File: config.mk
export PLATFORM = sky130hd
export DESIGN_NAME = credit_send_unit
export DESIGN_NICKNAME = d
export VERILOG_FILES = /design/src/rtl/credit_send_unit_pkg.sv /design/src/rtl/credit_send_unit_credit_counter.sv /design/src/rtl/credit_send_unit.sv
export SDC_FILE = /design/constraint.sdc
export NUM_CORES = 1
export LEC_CHECK = 0
export ABC_AREA = 1
export BUFFER_PORTS_ARGS = -buffer_cell sky130_fd_sc_hd__buf_2
export CAP_MARGIN = 20
export CORE_MARGIN = 2
export CORE_UTILIZATION = 28
export CTS_CLUSTER_SIZE = 10
export DETAILED_ROUTE_END_ITERATION = 8
export PLACE_DENSITY_LB_ADDON = 0.3
export SLEW_MARGIN = 20
export SYNTH_ARGS = -nofsm -noshare
export SYNTH_HDL_FRONTEND = slang
export SYNTH_HIERARCHICAL = 1
export SYNTH_SLANG_ARGS = --single-unit
File: constraint.sdc
create_clock -name clk -period 2.8 [get_ports clk]
set_input_delay 0.56 -clock clk [delete_from_list [all_inputs] [get_ports clk]]
set_output_delay 0.56 -clock clk [all_outputs]
set_load 0.005 [all_outputs]
File: src/rtl/credit_send_unit_pkg.sv
// Shared network definitions for the credit send/receive units:
// credit-counter width helper, default credit-count type, link width.
package credit_send_unit_pkg;

    localparam int DEFAULT_DATA_WIDTH  = 32;
    localparam int DEFAULT_NUM_CREDITS = 2;

    // Counter must hold every value 0..depth inclusive.
    function automatic int cred_width(input int depth);
        return $clog2(depth + 1);
    endfunction

    typedef logic [cred_width(DEFAULT_NUM_CREDITS)-1:0] credit_cnt_t;

endpackage

File: src/rtl/credit_send_unit_credit_counter.sv
// Saturating credit counter with sticky overflow flag; shared by send/recv.
// Ports: clk, reset, incr, decr -> count, zero, err.
module credit_counter
    import credit_send_unit_pkg::*;
#(
    parameter int p_depth = DEFAULT_NUM_CREDITS,
    parameter int p_width = cred_width(p_depth)
) (
    input  logic               clk,
    input  logic               reset,
    input  logic               incr,
    input  logic               decr,
    output logic [p_width-1:0] count,
    output logic               zero,
    output logic               err
);

    localparam logic [p_width-1:0] c_full = p_width'(p_depth);

    logic full;

    assign full = (count == c_full);
    assign zero = (count == '0);

    always_ff @(posedge clk) begin
        if (reset) begin
            count <= c_full;
            err   <= 1'b0;
        end else if (incr && !decr) begin
            // A credit beyond depth is a protocol error: saturate and flag.
            if (full)
                err <= 1'b1;
            else
                count <= count + 1'b1;
        end else if (decr && !incr && !zero) begin
            count <= count - 1'b1;
        end
    end

endmodule

File: src/rtl/credit_send_unit.sv
// Drains a queue deq interface onto a credit-flow-controlled link.
// Ports: clk, reset, recv_rdy/recv_msg/recv_en (queue side),
//   send_en/send_msg (link), credit_en, credits, credit_err.
// Macro CREDIT_SEND_OUT_REG_EN: register send_en/send_msg (1-cycle latency);
//   undefined: combinational pass-through (0-cycle latency).
module credit_send_unit
    import credit_send_unit_pkg::*;
#(
    parameter int   p_data_width  = DEFAULT_DATA_WIDTH,
    parameter int   p_num_credits = DEFAULT_NUM_CREDITS,
    localparam int  c_cred_width  = cred_width(p_num_credits)
) (
    input  logic                    clk,
    input  logic                    reset,
    input  logic                    recv_rdy,
    input  logic [p_data_width-1:0] recv_msg,
    output logic                    recv_en,
    output logic                    send_en,
    output logic [p_data_width-1:0] send_msg,
    input  logic                    credit_en,
    output logic [c_cred_width-1:0] credits,
    output logic                    credit_err
);

    logic no_credit;

    // No same-cycle bypass: a returning credit is usable next cycle.
    assign recv_en = recv_rdy & ~no_credit & ~reset;

    credit_counter #(
        .p_depth (p_num_credits),
        .p_width (c_cred_width)
    ) u_credit_counter (
        .clk   (clk),
        .reset (reset),
        .incr  (credit_en),
        .decr  (recv_en),
        .count (credits),
        .zero  (no_credit),
        .err   (credit_err)
    );

`ifdef CREDIT_SEND_OUT_REG_EN
    always_ff @(posedge clk) begin
        if (reset) begin
            send_en  <= 1'b0;
            send_msg <= '0;
        end else begin
            send_en <= recv_en;
            if (recv_en)
                send_msg <= recv_msg;
        end
    end
`else
    assign send_en  = recv_en;
    assign send_msg = recv_msg;
`endif

endmodule

# After elaboration in Yosys (flattened, before gate mapping)
# Cells that the tools add are included.
# Widths: inputs -> output; s select.
# op_classes
add_sub_neg	2
eq_ne	2
mux	3
bitwise_logic	4
reduce_logical	10
# op_table
cell	n
$mux 2	3
$reduce_and 2->1	2
$logic_and 1x1->1	3
$logic_not 1->1	3
$add 2x1->2 const B	1
$and 1x1->1	2
$eq 2x2->1 const B	1
$logic_not 2->1	1
$ne 2x2->1 const B	1
$not 1->1	2
$reduce_bool 2->1	1
$sub 2x1->2 const B	1
# word_totals
reg_bits	3
in_bits	36
wordCells	23

# Logic depth before layout (Yosys ltp)
# depth
word_depth	8
mapped_depth	10
ltp_nobuf	10

# Modules after synthesis
# Netlist, hierarchy kept.
# modules_own_cells
module	instances	cells_each	area_per_inst_um2	seq_area_each_um2
credit_send_unit	1	36	261.5	0.0
credit_counter	1	27	167.7	60.1

# Worst setup path after synthesis
# No wires, ideal clock.
# synth_timing
kind	input -> output
from	in recv_rdy
to	out send_en
t_arrival_ps	851
required_ps	2240
setup_slack_ps	1389
cell_stages	3
path_buffers	1
path_cell_list	nand2_1 -> nor2_2 -> buf_4
# synth_via
elab_chain_cells	2
# synth_lines
item	line_no	text
start: declaration	credit_send_unit.sv:15	input logic recv_rdy,
$and 1x1->1 (2 in a row)	credit_send_unit.sv:28	assign recv_en = recv_rdy & ~no_credit & ~reset;
end: declaration	credit_send_unit.sv:18	output logic send_en,
# Every way passes these cells.

# Final worst setup path
# layout_timing
from	reg u_credit_counter.count[0]
to	out recv_en
# layout_via
elab_chain_cells	4
# layout_lines
item	line_no	text
start: declaration	credit_send_unit_credit_counter.sv:13	output logic [p_width-1:0] count,
start signal: assignment	credit_send_unit_credit_counter.sv:27	count <= c_full;
start signal: assignment	credit_send_unit_credit_counter.sv:34	count <= count + 1'b1;
start signal: assignment	credit_send_unit_credit_counter.sv:36	count <= count - 1'b1;
$logic_not 2->1	credit_send_unit_credit_counter.sv:23	assign zero = (count == '0);
via no_credit	credit_send_unit.sv:25	logic no_credit;
$not 1->1	credit_send_unit.sv:28	
$and 1x1->1 (2 in a row)	credit_send_unit.sv:28	
end: declaration	credit_send_unit.sv:17	output logic recv_en,
# The timed path passes the listed nets, and every way through them passes these cells.

==> metrics.txt <==
post-route setup TNS 0 ns; Period minus WS final 1.61 ns; drt pass-1 iters 4; multiplexer share of the synthesized area 0%; die height approximately 43 um; clk buf depth 2; DR iter-0 viols 2; GRT Overall Usage under 10%; Worst-path clk slew 0.04 ns; antenna viol nets, final 0; worst hold slack 0.475 ns; vias per std cell 3.81; post-synthesis cell count between 60 and 70; Seq/Total Area, Yosys 14.0%; share of layout cells above drive strength 1 42.9%; met1 usage 6.14%; vias in the first global route 202; number of max-cap violations 0; Initial Util a little under 30%; wire per inst approximately 8.8 um; first-pass GRT wire length just under 800 um; Die Area 1860 um^2; Clock Root Buffer clkbuf_4; DR vias about 220; Slew headroom 86.7%; Final setup viols 0; Die X between 40 and 50 um; post-layout net count around 80; ant diodes 0; setup repair bufs after CTS 0; drc violations 0; GRT Max-Usage Layer met4; Pleak approximately 0.00015 uW; CTS Hold Buffers Added 0; Final period util a little under three fifths; WS Path Type reg -> out; combinational family with the most area after synthesis buffers and inverters; worst vdd ir 0.143 mV; worst setup margin 1.19 ns; H-tree depth 1; Slew Limit Fails 0; final wirelength 508 um; CTS tree done; post-DP HPWL 406 um; FP Rows 14; Synth Area in Simple Gates between 20% and 30%; max frequency approximately 620 MHz; WP data required 2.24 ns; crit path max fanout 5; CORE AREA 1470 um^2; PortBufs 8; RSZ-0062 raised after global routing false; synth warn 6; Worst Skew between 0.001 and 0.0015 ns; GR Overflow Total 0; Fin. Hold Viols 0; Final GP Congestion roughly 0.76; Mean Syn Cell Area a little under 7 um^2; met2 GRT Util ~6.9%; xor and xnor fraction of the mapped netlist area 0%; outcome finished clean; critical path endpoint category output pin; Synth top area share 57.7%; Inserted Clock Buffers 3; met3 Use GR under 10%; Place WS about 1.3 ns; Yosys cell types 10; Startpoint Class flip-flop; cell accounting for the most synthesized area buf_4; pin count of the biggest net entering global routing 6; Post-Synthesis Net Count slightly below 100; CTS sink cnt 3; Tightest Pin Transition 0.199 ns; Synth Area in Compound Gates about 1.2%; area delta synth->final -37.6%; Post-Synth Adder-Cell Area 0%; Skew-Pair Late Insertion Delay ~0.23 ns; initial antenna violation count 0; synthesized area roughly 430 um^2; power per cell area 620 nW/um^2; CP Data Arrival Time about 1.1 ns; Hold Crit Class reg -> reg; Synth area leaders buf_4, dfxtp_1, nor2_2; post-CTS sizing 0; # IOs 73; Yosys reg bits 3
-- sequential cells by signal, indices dropped and copies added (netlist names) --
signal,flops
u_credit_counter/count,2
u_credit_counter/err,1
-- where the power goes --
part	internal (uW)	switching (uW)
combinational	16.9	21.3
sequential	48.4	6.07
clock	53.3	20.1
-- cells in the mapped netlist --
master and count:
dfxtp_1 3, inv_1 4, nand2_2 2, nor2_1 6
o21ai_0 1, nor2_2 4, nand2_1 6, buf_4 33
inv_2 1, nand3_1 3
-- per-stage QoR --
step                      util [%]  instance area [um^2]  power (uW)  std cells
after global placement        16.4                   241        94.3         54
after detailed placement      16.4                   241        94.0         54
after global routing          18.2                   268         182         58
after CTS                     18.2                   268         171         58
final                         18.2                   268         166         58
after floorplan                  -                   429         119         63
-- per-layer routing --
| layer | vias to the layer above | share of wire [%] |
|---|---|---|
| li1 | 112 | - |
| met3 | 0 | 20 |
| met4 | 0 | 0 |
| met5 | - | 0 |
| met1 | 96 | 33 |
| met2 | 13 | 47 |
-- logic make-up after synthesis --
kind of cell           after synthesis
and+or+nand+nor                     21
AOI/OAI and AO/OA                    1
buffers and inverters               38
DFF                                  3
-- path summary, 6_finish.rpt --
| check | start | endpoint | slack (ns) | cells after the start |
|---|---|---|---|---|
| worst max-delay path | u_credit_counter/count[0] | recv_en | 1.19 | 5 |
| worst min-delay path | u_credit_counter/err | u_credit_counter/err | 0.48 | 2 |
| worst max register to register | u_credit_counter/count[0] | u_credit_counter/count[0] | 1.54 | 9 |
| worst min register to register | u_credit_counter/err | u_credit_counter/err | 0.48 | 2 |
-- critical path: stages (launching register included) --
cell	delay, ns
dfxtp_1	0.41
nor2_2	0.08
inv_1	0.05
nand2_1	0.05
nor2_2	0.10
buf_2	0.12
-- layout by cell type, fill, tap and decap left out --
cell	synthesis	routed
dfxtp_1	3	3
nor2_2	4	4
inv_2	1	1
o21ai_0	1	1
nor2_1	6	6
nand2_1	6	6
nand3_1	3	3
buf_2	0	8
clkbuf_1	0	1
inv_1	4	4
nand2_2	2	2
clkbuf_4	0	3
-- layout make-up --
| cell class | instances | area, um^2 |
|---|---|---|
| sequential | 3 | 60.1 |
| inverter | 5 | 18.8 |
| fill | 183 | 1200 |
| multi-input combinational | 22 | 103 |
| clock buffer | 4 | 26.3 |
| timing repair buffer | 8 | 40.0 |
| tap | 16 | 20.0 |
Note: power is estimated with default switching activity, not from simulation.
